==> src/rtl/red_pitaya_pll_pkg.sv <==
// Shared types and constants for the PLLE2_ADV runtime reconfiguration controller.
// Holds the FSM state enum, DRP address table, keep-masks and error codes.
package red_pitaya_pll_pkg;

    typedef enum logic [3:0] {
        S_IDLE,
        S_CHECK,
        S_RST,
        S_RD,
        S_RD_W,
        S_WR,
        S_WR_W,
        S_NEXT,
        S_REL,
        S_LOCK_W
    } state_t;

    // Bits of ClkReg1/ClkReg2 that must survive the read-modify-write
    localparam logic [15:0] KEEP_REG1 = 16'hF000;
    localparam logic [15:0] KEEP_REG2 = 16'hFF3F;

    localparam logic [1:0] ERR_OK   = 2'd0;
    localparam logic [1:0] ERR_DIV  = 2'd1;
    localparam logic [1:0] ERR_DRP  = 2'd2;
    localparam logic [1:0] ERR_LOCK = 2'd3;

    localparam logic [6:0] DIV_MAX = 7'd126;

    // ClkReg1 address for a CLKOUT channel; ClkReg2 is the next address.
    // CLKOUT5 sits below CLKOUT0 in the DRP map.
    function automatic logic [6:0] clk_addr(input logic [2:0] ch,
                                            input logic       r);
        logic [6:0] base;
        case (ch)
            3'd0:    base = 7'h08;
            3'd1:    base = 7'h0A;
            3'd2:    base = 7'h0C;
            3'd3:    base = 7'h0E;
            3'd4:    base = 7'h10;
            default: base = 7'h06;
        endcase
        return base | {6'd0, r};
    endfunction

endpackage

==> src/rtl/red_pitaya_pll_div_enc.sv <==
// Combinational encoder: merges a CLKOUT divider into DRP read data.
// Ports: div_i divider, rdata_i read word, reg1_o/reg2_o merged ClkReg1/ClkReg2.
module red_pitaya_pll_div_enc
    import red_pitaya_pll_pkg::*;
(
    input  logic [6:0]  div_i,
    input  logic [15:0] rdata_i,
    output logic [15:0] reg1_o,
    output logic [15:0] reg2_o
);

    logic [5:0] hi;
    logic [5:0] lo;

    // lo = d - hi; computed modulo 64, exact for every legal divider
    assign hi = div_i[6:1];
    assign lo = div_i[5:0] - hi;

    assign reg1_o = (rdata_i & KEEP_REG1) | {4'd0, hi, lo};
    assign reg2_o = (rdata_i & KEEP_REG2)
                  | {8'd0, div_i[0], (div_i == 7'd1), 6'd0};

endmodule

==> src/rtl/red_pitaya_pll_cfg.sv <==
// Runtime PLLE2_ADV divider reconfiguration over DRP with lock wait.
// Ports: cfg_* request, busy/done/err status, pll_* PLL control, drp_* DRP bus.
module red_pitaya_pll_cfg
    import red_pitaya_pll_pkg::*;
#(
    parameter int NCH          = 6,
    parameter int DRP_TIMEOUT  = 64,
    parameter int LOCK_TIMEOUT = 65536,
    parameter int CW           = 17
) (
    input  logic             clk,
    input  logic             rstn,
    input  logic             cfg_valid,
    output logic             cfg_ready,
    input  logic [NCH-1:0]   cfg_mask,
    input  logic [NCH*7-1:0] cfg_div,
    output logic             busy,
    output logic             done,
    output logic [1:0]       err,
    output logic             locked,
    input  logic             pll_locked,
    output logic             pll_rst,
    output logic [6:0]       drp_daddr,
    output logic [15:0]      drp_di,
    output logic             drp_den,
    output logic             drp_dwe,
    input  logic [15:0]      drp_do,
    input  logic             drp_drdy
);

    localparam int DW = $clog2(DRP_TIMEOUT + 1);

    state_t           state_q, state_d;
    logic [NCH-1:0]   mask_q, mask_d;
    logic [NCH*7-1:0] div_q, div_d;
    logic [1:0]       err_q, err_d;
    logic [2:0]       ch_q, ch_d;
    logic             r_q, r_d;
    logic [DW-1:0]    dcnt_q, dcnt_d;
    logic [CW-1:0]    lcnt_q, lcnt_d;
    logic             busy_q, done_q, rst_q;
    logic             den_q, den_d;
    logic             dwe_q, dwe_d;
    logic [6:0]       daddr_q, daddr_d;
    logic [15:0]      di_q, di_d;
    logic             sync1_q, sync2_q;

    logic             div_bad;
    logic             nxt_ok;
    logic [2:0]       nxt_ch;
    logic [6:0]       cur_div;
    logic [15:0]      enc_reg1, enc_reg2;

    always_comb begin
        div_bad = 1'b0;
        for (int i = 0; i < NCH; i++) begin
            if (mask_q[i] && (div_q[i*7 +: 7] == 7'd0 ||
                              div_q[i*7 +: 7] > DIV_MAX))
                div_bad = 1'b1;
        end
    end

    // Lowest enabled channel above the current one (any channel in RST);
    // the descending loop leaves the lowest match as the final assignment.
    always_comb begin
        nxt_ok = 1'b0;
        nxt_ch = '0;
        for (int i = NCH - 1; i >= 0; i--) begin
            if (mask_q[i] && (state_q == S_RST || 3'(i) > ch_q)) begin
                nxt_ok = 1'b1;
                nxt_ch = 3'(i);
            end
        end
    end

    always_comb begin
        cur_div = '0;
        for (int i = 0; i < NCH; i++) begin
            if (3'(i) == ch_q)
                cur_div = div_q[i*7 +: 7];
        end
    end

    // Merge straight from drp_do so the write word is ready as WR begins
    red_pitaya_pll_div_enc u_enc (
        .div_i   (cur_div),
        .rdata_i (drp_do),
        .reg1_o  (enc_reg1),
        .reg2_o  (enc_reg2)
    );

    always_comb begin
        state_d = state_q;
        mask_d  = mask_q;
        div_d   = div_q;
        err_d   = err_q;
        ch_d    = ch_q;
        r_d     = r_q;
        dcnt_d  = dcnt_q;
        lcnt_d  = lcnt_q;
        den_d   = 1'b0;
        dwe_d   = 1'b0;
        daddr_d = daddr_q;
        di_d    = di_q;
        unique case (state_q)
            S_IDLE: begin
                if (cfg_valid) begin
                    mask_d  = cfg_mask;
                    div_d   = cfg_div;
                    err_d   = ERR_OK;
                    state_d = S_CHECK;
                end
            end
            S_CHECK: begin
                if (div_bad) begin
                    err_d   = ERR_DIV;
                    state_d = S_IDLE;
                end else begin
                    state_d = S_RST;
                end
            end
            S_RST: begin
                r_d = 1'b0;
                if (nxt_ok) begin
                    ch_d    = nxt_ch;
                    daddr_d = clk_addr(nxt_ch, 1'b0);
                    den_d   = 1'b1;
                    state_d = S_RD;
                end else begin
                    state_d = S_REL;
                end
            end
            S_RD: begin
                dcnt_d  = '0;
                state_d = S_RD_W;
            end
            S_RD_W: begin
                if (drp_drdy) begin
                    di_d    = r_q ? enc_reg2 : enc_reg1;
                    den_d   = 1'b1;
                    dwe_d   = 1'b1;
                    state_d = S_WR;
                end else if (dcnt_q == DW'(DRP_TIMEOUT - 1)) begin
                    err_d   = ERR_DRP;
                    state_d = S_REL;
                end else begin
                    dcnt_d = dcnt_q + DW'(1);
                end
            end
            S_WR: begin
                dcnt_d  = '0;
                state_d = S_WR_W;
            end
            S_WR_W: begin
                if (drp_drdy) begin
                    state_d = S_NEXT;
                end else if (dcnt_q == DW'(DRP_TIMEOUT - 1)) begin
                    err_d   = ERR_DRP;
                    state_d = S_REL;
                end else begin
                    dcnt_d = dcnt_q + DW'(1);
                end
            end
            S_NEXT: begin
                if (!r_q) begin
                    r_d     = 1'b1;
                    daddr_d = clk_addr(ch_q, 1'b1);
                    den_d   = 1'b1;
                    state_d = S_RD;
                end else if (nxt_ok) begin
                    r_d     = 1'b0;
                    ch_d    = nxt_ch;
                    daddr_d = clk_addr(nxt_ch, 1'b0);
                    den_d   = 1'b1;
                    state_d = S_RD;
                end else begin
                    state_d = S_REL;
                end
            end
            S_REL: begin
                lcnt_d  = '0;
                state_d = (err_q != ERR_OK) ? S_IDLE : S_LOCK_W;
            end
            S_LOCK_W: begin
                if (sync2_q) begin
                    state_d = S_IDLE;
                end else if (lcnt_q == CW'(LOCK_TIMEOUT - 1)) begin
                    err_d   = ERR_LOCK;
                    state_d = S_IDLE;
                end else begin
                    lcnt_d = lcnt_q + CW'(1);
                end
            end
            default: state_d = S_IDLE;
        endcase
    end

    always_ff @(posedge clk or negedge rstn) begin
        if (!rstn) begin
            state_q <= S_IDLE;
            mask_q  <= '0;
            div_q   <= '0;
            err_q   <= ERR_OK;
            ch_q    <= '0;
            r_q     <= 1'b0;
            dcnt_q  <= '0;
            lcnt_q  <= '0;
            busy_q  <= 1'b0;
            done_q  <= 1'b0;
            rst_q   <= 1'b0;
            den_q   <= 1'b0;
            dwe_q   <= 1'b0;
            daddr_q <= '0;
            di_q    <= '0;
            sync1_q <= 1'b0;
            sync2_q <= 1'b0;
        end else begin
            state_q <= state_d;
            mask_q  <= mask_d;
            div_q   <= div_d;
            err_q   <= err_d;
            ch_q    <= ch_d;
            r_q     <= r_d;
            dcnt_q  <= dcnt_d;
            lcnt_q  <= lcnt_d;
            busy_q  <= (state_d != S_IDLE);
            done_q  <= (state_q != S_IDLE) && (state_d == S_IDLE);
            rst_q   <= state_d inside {S_RST, S_RD, S_RD_W,
                                       S_WR, S_WR_W, S_NEXT};
            den_q   <= den_d;
            dwe_q   <= dwe_d;
            daddr_q <= daddr_d;
            di_q    <= di_d;
            sync1_q <= pll_locked;
            sync2_q <= sync1_q;
        end
    end

    assign cfg_ready = !busy_q;
    assign busy      = busy_q;
    assign done      = done_q;
    assign err       = err_q;
    assign locked    = sync2_q;
    assign pll_rst   = rst_q;
    assign drp_den   = den_q;
    assign drp_dwe   = dwe_q;
    assign drp_daddr = daddr_q;
    assign drp_di    = di_q;

endmodule

==> config.mk <==
export PLATFORM = sky130hd
export DESIGN_NAME = red_pitaya_pll_cfg
export DESIGN_NICKNAME = d
export VERILOG_FILES = /design/src/rtl/red_pitaya_pll_pkg.sv /design/src/rtl/red_pitaya_pll_div_enc.sv /design/src/rtl/red_pitaya_pll_cfg.sv
export SDC_FILE = /design/constraint.sdc
export NUM_CORES = 1
export LEC_CHECK = 0
export ABC_AREA = 1
export CORE_UTILIZATION = 25
export CTS_CLUSTER_DIAMETER = 80
export DETAILED_ROUTE_END_ITERATION = 8
export PLACE_DENSITY = 0.56
export SLEW_MARGIN = 15
export SYNTH_ARGS = -nofsm -noshare
export SYNTH_HDL_FRONTEND = slang
export SYNTH_SLANG_ARGS = --single-unit
==> constraint.sdc <==
create_clock -name clk -period 2.2 [get_ports clk]
set_input_delay 0.44 -clock clk [delete_from_list [all_inputs] [get_ports clk]]
set_output_delay 0.44 -clock clk [all_outputs]
set_load 0.005 [all_outputs]
### Word-level counts from Yosys, hierarchy flattened

Index checks and enable logic that the tools add are counted.

| operators by class | value |
|---|---|
| $add $sub $neg | 3 |
| $lt $le $gt $ge | 12 |
| eq/ne operators | 40 |
| mux-type cells | 65 |
| bitwise logic cells | 2 |
| reductions and logical operators | 52 |

Operator list:

| kind | number |
|---|---|
| 7-bit two-way mux | 10 |
| 5-bit one-hot mux with 5 select lines | 2 |
| 7-bit > comparator, second input constant | 6 |
| 7-bit logical NOT | 6 |
| 4-bit one-hot mux with 10 select lines | 1 |
| 4-bit two-way mux | 9 |
| 17-bit two-way mux | 2 |
| 17-bit one-hot mux with 2 select lines | 1 |
| 4-bit by 3-bit equality test with 1-bit output, second input constant | 8 |
| 7-bit one-hot mux with 2 select lines | 2 |
| 3-bit two-way mux | 8 |
| 1-bit two-way mux | 18 |
| 17-bit by 1-bit adder with 17-bit output, second input constant | 1 |
| 17-bit by 16-bit equality test with 1-bit output, second input constant | 1 |
| 4-bit by 2-bit equality test with 1-bit output, second input constant | 4 |
| 16-bit two-way mux | 1 |
| 2-bit != test, second input constant | 8 |
| 16-bit by 12-bit bitwise OR with 16-bit output | 1 |
| 16-bit by 8-bit bitwise OR with 16-bit output | 1 |
| 2-bit two-way mux | 7 |
| 1-bit logical AND | 13 |
| 3-bit by 2-bit equality test with 1-bit output, second input constant | 4 |
| 1-bit logical OR | 12 |
| 4-bit nonzero test | 3 |
| other kinds (28) | 45 |

| storage, ports and cells | value |
|---|---|
| register bits | 112 |
| input port bits | 69 |
| output and inout port bits | 32 |
| logic and storage cells | 191 |

### Depth between registers and ports, before layout

Gate-level depths: netlist (run 1).

| logic depth | value |
|---|---|
| depth in word-level cells | 14 |
| gate-level depth with buffers | 21 |
| depth with buffers taken out | 21 |

### Cells and area by module

Synthesis (run 1) repeated with hierarchy kept, for this count alone.

| second synthesis, totals | value |
|---|---|
| cell total of the unflattened synthesis | 745 |
| area total of the unflattened synthesis | 6222.2 sq um |

By module, submodules not included:

| module | times used | cells each | area an instance (sq um) | seq. area each (sq um) |
|---|---|---|---|---|
| red_pitaya_pll_cfg | 1 | 676 | 5749.3 | 2802.7 |
| red_pitaya_pll_div_enc | 1 | 69 | 473.0 | 0.0 |

### Worst setup path before layout (run 1)

OpenSTA, ideal clock, no wires.

| timing | value |
|---|---|
| path type | flip-flop to flip-flop |
| from | register ch_q[1] |
| to | register di_q[4] (netlist: drp_di[4]) |
| library setup time | 0.124 ns |
| arrival time | 2.299 ns |
| required time | 2.076 ns |
| setup slack | -0.223 ns |
| stages on the path, launching flop included | 17 |
| path buffers | 0 |
| clock period less this slack | 2.423 ns |
| cell sequence | dfrtp_1 -> inv_1 -> nor2_1 -> nand2_1 -> nor2_1 -> nor2_1 -> nand2_1 -> nor2_1 -> inv_1 -> ha_1 -> fa_1 -> o21ai_0 -> a21oi_1 -> xor2_1 -> nand2_1 -> o211ai_1 -> nand2_1 |

| between the ends | value |
|---|---|
| word-level cells in the longest chain between the ends | 10 |
| elaborated cells on any way between the ends | 15 |
| those cells by class | add/sub (1); eq/ne (5); mux (7); bitwise (1); reduce/logical (1) |

Ends and longest elaborated chain:

| what | line | RTL |
|---|---|---|
| start: declaration | red_pitaya_pll_cfg.sv:37 | `logic [2:0] ch_q, ch_d;` |
| start signal: assignment | red_pitaya_pll_cfg.sv:222 | `ch_q <= ch_d;` |
| 3-bit logical NOT | red_pitaya_pll_cfg.sv:79 | `if (3'(i) == ch_q)` |
| 7-bit two-way mux (5 in series) | red_pitaya_pll_cfg.sv:79 |  |
| 7-bit two-way mux * | red_pitaya_pll_cfg.sv:79 |  |
| 6-bit subtractor * | red_pitaya_pll_div_enc.sv:17 | `assign lo = div_i[5:0] - hi;` |
| 16-bit by 12-bit bitwise OR with 16-bit output * | red_pitaya_pll_div_enc.sv:19 | `assign reg1_o = (rdata_i & KEEP_REG1) \| {4'd0, hi, lo};` |
| 16-bit two-way mux * | red_pitaya_pll_cfg.sv:139 | `di_d = r_q ? enc_reg2 : enc_reg1;` |
| end signal: assignment | red_pitaya_pll_cfg.sv:233 | `di_q <= di_d;` |
| end: declaration | red_pitaya_pll_cfg.sv:45 | `logic [15:0] di_q, di_d;` |

Mark *: on every way between the ends. The rest lies on a longest branch, timed or not.
A chain may end at the register's enable or synchronous reset.

### Worst setup path after layout (run 1)

Same ends and word-level chain as after synthesis.

==> qor.csv, run 1 <==
stage;metric;value;unit
outcome;status;finished, violations left;
outcome;violated checks;setup timing;
logic_synthesis;Yosys top cell area share;46.6;%
sta;Slew headroom;60.1;%
clock_tree;# clock sinks;112;
layout;commonest non-fill, non-tap cell in the layout;nand2_1;
layout;Core Util, Final;37.3;%
sta;f_max;0.412;GHz
logic_synthesis;Synth area leader;dfrtp_1;
critical_path;FF-to-FF path depth;16;
logic_synthesis;#FFs+latches synth;112;
route;final wirelength;16900;um
logic_synthesis;top cells by area, synth;dfrtp_1, nand2_1, o21ai_0, inv_1, nor2_1;
clock_tree;Max clock buf depth;2;
route;per-cell routed wire length;12.9;um
floorplan;Core Rows;56;
logic_synthesis;syn avg cell area;7.48;sq um
logic_synthesis;Cells after Synth;803;
route;routed via count;5591;
critical_path;Worst EP required;2.45;ns
layout;fin cells;1309;
sta;clk_skew;0.0114;ns
layout;Layout area overhead;46.1;%
layout;count of inserted antenna diode cells;0;
logic_synthesis;ys async rst share;100;%
global_route;vias in the first global route;5430;
job;MaxCap Viol Count;0;
placed_design;dpl cells;1281;
critical_path;Reg2Reg Setup Slack;-0.23;ns
logic_synthesis;Yosys warnings;0;
critical_path;Max FO, Critical Path;6;
floorplan;core area;23500;sq um
global_route;gr usage total;14.2;%
floorplan;Die ar.;24700;sq um
logic_synthesis;synthesized area;6010;sq um
sta;final period utilization;110;%
route;DR DRC count;0;
floorplan;Die Height;157;um
global_route;largest net degree at the start of global routing;51;
sta;Hold Fails Final Rpt;0;
critical_path;CP arrival;2.68;ns
route;Top Layer Used;met4;
placed_design;RePlAce Congestion;0.828;
logic_synthesis;syn nets;884;
critical_path;crit start category;flip-flop;
sta;RSZ-0062 raised after global routing;yes;
logic_synthesis;Seq/Total Area, Yosys;46.6;%
logic_synthesis;Synth Area in Adders;2.62;%
layout;Layout Nets;1066;
placed_design;hpwl dp;12600;um
logic_synthesis;Synth Flop Type;dfrtp_1;
clock_tree;CTS tree;yes;
clock_tree;Worst-Skew Late Latency;0.36;ns
route;vias per cell;4.27;
layout;final instance area;8780;sq um
global_route;initial antenna violation count;0;
sta;Final min period;2.43;ns
clock_tree;Root Buffer;clkbuf_16;
global_route;first-pass GRT wire length;27100;um
route;First-pass DRT Iterations;4;
sta;Sum Neg Setup Slack;-0.921;ns
critical_path;Worst Setup End Kind;flip-flop;
clock_tree;Worst-path clk slew;0.08;ns
sta;Pins Over Slew Limit;0;
route;Initial DRC Count;179;
logic_synthesis;post-synthesis mux area share;0;%
floorplan;io pins;101;
route;met1 wire length;8020;um
logic_synthesis;Yosys cell types;44;
floorplan;die width;157;um
logic_synthesis;XOR/XNOR share of the synthesized area;0.729;%
pwr;PwrDens;1400;nW/um^2
logic_synthesis;EDFF count, synth;0;
route;DR WL met2;8090;um
sta;setup violators final;8;
route;ANT nets after route;0;
logic_synthesis;largest family of logic cells by synthesized area;simple AND/OR/NAND/NOR gates;
clock_tree;H-tree depth;3;
pwr;Leakage;0.00421;uW
sta;setup ws final;-0.226;ns
critical_path;critical path class;flip-flop to flip-flop;
layout;most frequent cells in the layout;nand2_1, dfrtp_1, inv_1, clkdlybuf4s50_1, buf_4;
hold_path;type of the most critical hold path;primary input to asynchronous set/reset pin;
placed_design;placement-stage cell area;7990;sq um
logic_synthesis;Synth Area in Compound Gates;13.0;%
route;routed length on met3;524;um
floorplan;Initial Util;25.5;%
pwr;VDD IR-drop max;0.568;mV
placed_design;port buffer count;98;
logic_synthesis;simple-gate share of the synthesized area;28.4;%
critical_path;Reg2Reg Launch Point;ch_q[1];
sta;Tightest Pin Transition;0.597;ns
critical_path;capturing point of the worst reg2reg path;drp_di[4];
layout;proportion of layout cells with a drive suffix above 1;21.7;%
clock_tree;total CTS buffers;9;
global_route;GR Overflow Total;0;
pwr;post-route total power;12300;uW
[power breakdown]
| part | switching (uW) | internal (uW) |
|---|---|---|
| combinational | 3700 | 3270 |
| clock | 780 | 1180 |
| sequential | 560 | 2830 |
[stage by stage]
stage | hold slack (ns) | worst slack, ns
4_1_cts | 0.0348 | -0.242
3_5_place_dp | 0.339 | -0.359
5_1_grt | 0.0454 | -0.404
3_3_place_gp | 0.337 | -0.305
6_report | 0.0240 | -0.226
2_1_floorplan | 0.144 | -0.0417
[cell usage after synthesis, types with 2 or more instances]
master / n
dfrtp_1: 112
inv_1: 110
nor3_2: 3
nor2_4: 2
o22ai_1: 14
o21a_1: 2
ha_1: 11
xor2_1: 4
nor3_1: 13
nand4_1: 5
nor3b_1: 2
inv_2: 8
buf_2: 4
o21ai_0: 84
a21oi_1: 20
o21ai_1: 2
nand2_2: 5
nand2_4: 4
nor2_1: 82
o21bai_1: 2
clkbuf_1: 9
or2_2: 3
a31oi_1: 3
nand2_1: 235
o211ai_1: 3
a21oi_4: 2
nor2_2: 8
nand3_1: 35
[metal layers]
metal  vias to the layer above  GRT usage (%)
met1                      2571           19.0
met3                        17           2.97
met2                        89           23.4
li1                       2914              -
met5                         -              0
met4                         0           3.14
[repair_timing]
action / 4_1_cts / 5_1_grt
endpoints found under the setup margin: 17 / 24
hold buffers: 0 / 0
setup buffers: 7 / 8
pin swaps: 17 / 38
gates resized for setup: 23 / 65
[cells by family after synthesis]
logic type | count (synthesis)
compound gates | 139
buf+inv | 134
xor+xnor | 5
flops | 112
simple gates | 401
fa+ha+maj | 12
[worst max-delay path by stage]
| stage | from | end | slack [ns] | cells past startpoint |
|---|---|---|---|---|
| floorplan | ch_q[1] | drp_di[4] | -0.04 | 16 |
| global placement | ch_q[0] | drp_di[5] | -0.30 | 18 |
| detailed placement | ch_q[0] | drp_di[5] | -0.36 | 18 |
| CTS | ch_q[2] | drp_di[4] | -0.24 | 15 |
| global route | ch_q[1] | drp_di[5] | -0.40 | 20 |
| finish | ch_q[1] | drp_di[4] | -0.23 | 16 |
[layout make-up]
type	count	area, sq um
Tap cell	319	399
Multi-Input combinational cell	557	3040
Fill cell	2488	14800
Sequential cell	112	2810
Clock inverter	4	98.8
Inverter	119	452
Timing Repair Buffer	186	1720
Clock buffer	12	256
[state kept, by name, summed over array words and instances, names as in the netlist]
signal,cells
busy,1
ch_q,3
dcnt_q,7
div_q,42
done,1
drp_daddr,7
drp_den,1
drp_di,16
drp_dwe,1
err,2
lcnt_q,17
locked,1
mask_q,6
pll_rst,1
r_q,1
state_q,4
sync1_q,1
[worst max-delay path: stages (launching register included)]
cell and delay [ns]:
dfrtp_2 0.44, inv_2 0.06, nor2_4 0.18, nand2_4 0.09, buf_4 0.14, nor2_1 0.07
nor2_1 0.05, nand2_1 0.08, nor2_1 0.07, ha_2 0.20, fa_2 0.35, o21ai_1 0.15
a21oi_1 0.09, xor2_1 0.13, nand2_1 0.06, o211ai_1 0.08, nand2_1 0.06
Power figures use the tool's default switching activity.
==> run 2: changes to the inputs <==
--- a/config.mk
+++ b/config.mk
@@ -7,6 +7,7 @@
 export LEC_CHECK = 0
 export ABC_AREA = 1
 export CORE_UTILIZATION = 25
+export CTS_BUF_LIST = sky130_fd_sc_hd__clkbuf_8
 export CTS_CLUSTER_DIAMETER = 80
 export DETAILED_ROUTE_END_ITERATION = 8
 export PLACE_DENSITY = 0.56
==> run 2 against run 1 <==
Effect of this change:
- the flow still finishes with violations (setup timing)
- clock skew up 0.0045 ns
- worst setup slack worse by 0.013 ns
- via count about the same
- hold slack better by 0.34 ns
- sequential power about the same
- critical endpoint unchanged
==> qor.csv, run 2 (synthesis results as in run 1) <==
stage;metric;value;unit;change
outcome;status;finished, violations left;;
outcome;violated checks;setup timing;;
global_route;gr usage total;14.2;%;+0.042 points
route;routed via count;5595;;+0.072%
route;DR DRC count;0;;unchanged
placed_design;RePlAce Congestion;0.828;;unchanged
critical_path;critical path class;flip-flop to flip-flop;;
critical_path;Crit path largest cell delay;0.48;ns;+0.04 ns
clock_tree;H-tree depth;3;;unchanged
clock_tree;Worst-Skew Late Latency;0.40;ns;+0.04 ns
critical_path;CP delay by family, top;simple AND/OR/NAND/NOR gates;;
pwr;Leakage;0.00418;uW;-0.60%
sta;Pins Over Slew Limit;0;;unchanged
layout;Layout Nets;1068;;+0.19%
floorplan;Die Height;157;um;unchanged
placed_design;placement-stage cell area;7990;sq um;unchanged
pwr;Reg power frac;28.5;%;+1.0 points
critical_path;WP buf/inv;3;;+1
global_route;first-pass GRT wire length;27200;um;+0.13%
global_route;initial antenna violation count;0;;unchanged
hold_path;type of the most critical hold path;flip-flop to flip-flop;;
clock_tree;total CTS buffers;9;;unchanged
layout;most frequent cells in the layout;nand2_1, dfrtp_1, inv_1, clkdlybuf4s50_1, buf_4;;
pwr;switching power share of the total;42.1;%;+1.2 points
global_route;GR Overflow Total;0;;unchanged
placed_design;port buffer count;98;;unchanged
critical_path;critical path's most frequent cell;nand2_1;;
route;per-cell routed wire length;12.9;um;+0.51%
layout;count of inserted antenna diode cells;0;;unchanged
floorplan;core area;23500;sq um;unchanged
sta;Tightest Pin Transition;0.605;ns;+0.00761 ns
layout;most flop-heavy register;div_q;;
route;Initial DRC Count;176;;-1.7%
pwr;net load switching power;5000;uW;-0.78%
clock_tree;CTS tree;yes;;
critical_path;Worst EP required;2.50;ns;+0.05 ns
floorplan;Core Rows;56;;unchanged
floorplan;Die ar.;24700;sq um;unchanged
sta;Hold Fails Final Rpt;0;;unchanged
pwr;PwrDens;1360;nW/um^2;-2.9%
route;final wirelength;17000;um;+0.66%
layout;final instance area;8720;sq um;-0.67%
sta;Final min period;2.44;ns;+0.0132 ns
placed_design;dpl cells;1281;;unchanged
floorplan;die width;157;um;unchanged
clock_tree;# clock sinks;112;;unchanged
clock_tree;Root Buffer;clkbuf_8;;
sta;setup ws final;-0.240;ns;-0.0132 ns
sta;setup violators final;10;;+2
global_route;vias in the first global route;5429;;-0.018%
floorplan;Initial Util;25.5;%;unchanged
layout;commonest non-fill, non-tap cell in the layout;nand2_1;;
layout;proportion of layout cells with a drive suffix above 1;22.0;%;+0.26 points
critical_path;Worst Setup End Kind;flip-flop;;
route;ANT nets after route;0;;unchanged
floorplan;io pins;101;;unchanged
sta;clk_skew;0.0159;ns;+0.00451 ns
layout;max reg flops;42;;unchanged
critical_path;crit start category;flip-flop;;
pwr;Clock power frac;13.1;%;-2.8 points
clock_tree;Max clock buf depth;2;;unchanged
pwr;Internal;6880;uW;-5.5%
layout;fin cells;1311;;+0.15%
critical_path;crit-path cells;inv_2 > nor2_4 > nand2_4 > o22ai_1 > nor2_1 > inv_1 > or2_4 > buf_4 > fa_2 > o21ai_1 > a21oi_1 > xor2_1 > nand2_1 > o211ai_1 > nand2_1;;
critical_path;critical-path cell with the highest stage delay;dfrtp_2;;
layout;Layout area overhead;45.1;%;
job;MaxCap Viol Count;0;;unchanged
sta;final period utilization;111;%;+0.60 points
clock_tree;Worst-path clk slew;0.11;ns;+0.03 ns
sta;RSZ-0062 raised after global routing;yes;;
critical_path;Max FO, Critical Path;6;;unchanged
pwr;combinational share of power;58.4;%;+1.8 points
route;First-pass DRT Iterations;4;;unchanged
placed_design;hpwl dp;12600;um;unchanged
sta;f_max;0.410;GHz;-0.54%
route;vias per cell;4.27;;about the same
pwr;VDD IR-drop max;0.569;mV;+0.16%
global_route;largest net degree at the start of global routing;51;;unchanged
sta;Slew headroom;59.5;%;-0.51 points
critical_path;CP arrival;2.74;ns;+0.06 ns
[run 2: cell type report]
type	count	area [sq um]
Clock buffer	11	151
Tap cell	319	399
Sequential cell	112	2810
Fill cell	2484	14800
Clock inverter	5	103
Timing Repair Buffer	188	1750
Multi-Input combinational cell	557	3060
Inverter	119	452
[run 2: final timing paths]
| check | cells after the start | to | from | slack [ns] |
|---|---|---|---|---|
| hold reg to reg | 0 | locked | sync1_q | 0.36 |
| max in group asynchronous | 3 | drp_daddr[5] | rstn | 1.05 |
| setup / recovery | 15 | drp_di[4] | ch_q[1] | -0.24 |
| min in group asynchronous | 2 | lcnt_q[9] | rstn | 0.54 |
| hold / removal | 0 | locked | sync1_q | 0.36 |
| setup reg to reg | 15 | drp_di[4] | ch_q[1] | -0.24 |
[run 2: power groups by stage]
| stage | Combinational [uW] | Sequential, uW | Clock [uW] |
|---|---|---|---|
| floorplan | 3760 | 3310 | 0 |
| global placement | 6230 | 3400 | 0 |
| detailed placement | 6280 | 3420 | 0 |
| CTS | 6470 | 3380 | 1620 |
| global route | 7790 | 3490 | 1690 |
| finish | 6940 | 3380 | 1560 |
[run 2: through the flow]
| step | hold WS, ns | setup TNS, ns | setup slack (ns) | utilization [%] | total power, uW |
|---|---|---|---|---|---|
| 6_report | 0.359 | -1.06 | -0.240 | 37.0 | 11900 |
| 4_1_cts | 0.362 | -1.08 | -0.248 | 35.6 | 11500 |
| 3_5_place_dp | 0.339 | -1.90 | -0.359 | 33.9 | 9700 |
| 2_1_floorplan | 0.144 | -0.0791 | -0.0417 | - | 7070 |
| 5_1_grt | 0.378 | -3.41 | -0.410 | 37.0 | 13000 |
| 3_3_place_gp | 0.337 | -1.61 | -0.305 | 33.9 | 9640 |
[run 2: worst reg2reg max path: stages (launching register included)]
cell,delay (ns)
dfrtp_2,0.48
inv_2,0.09
nor2_4,0.05
nand2_4,0.10
o22ai_1,0.08
nor2_1,0.10
inv_1,0.06
or2_4,0.27
buf_4,0.14
fa_2,0.39
o21ai_1,0.15
a21oi_1,0.09
xor2_1,0.13
nand2_1,0.06
o211ai_1,0.08
nand2_1,0.06
[run 2: timing repair]
action                                  in CTS  in global routing
endpoints found under the hold margin       28                  0
gates resized for setup                     27                 66
pin swaps                                   18                 30
hold buffers                                 1                  0
endpoints found under the setup margin      17                 24
buffers inserted                             7                  9
[run 2: layer usage]
metal	share of wire, %	vias up	wire length, um	GRT usage [%]
li1	-	2918	-	-
met1	48	2580	8180	19.0
met2	48	79	8120	23.4
met3	2.5	18	432	2.89
met4	1.4	0	239	3.56
met5	0	-	0	0
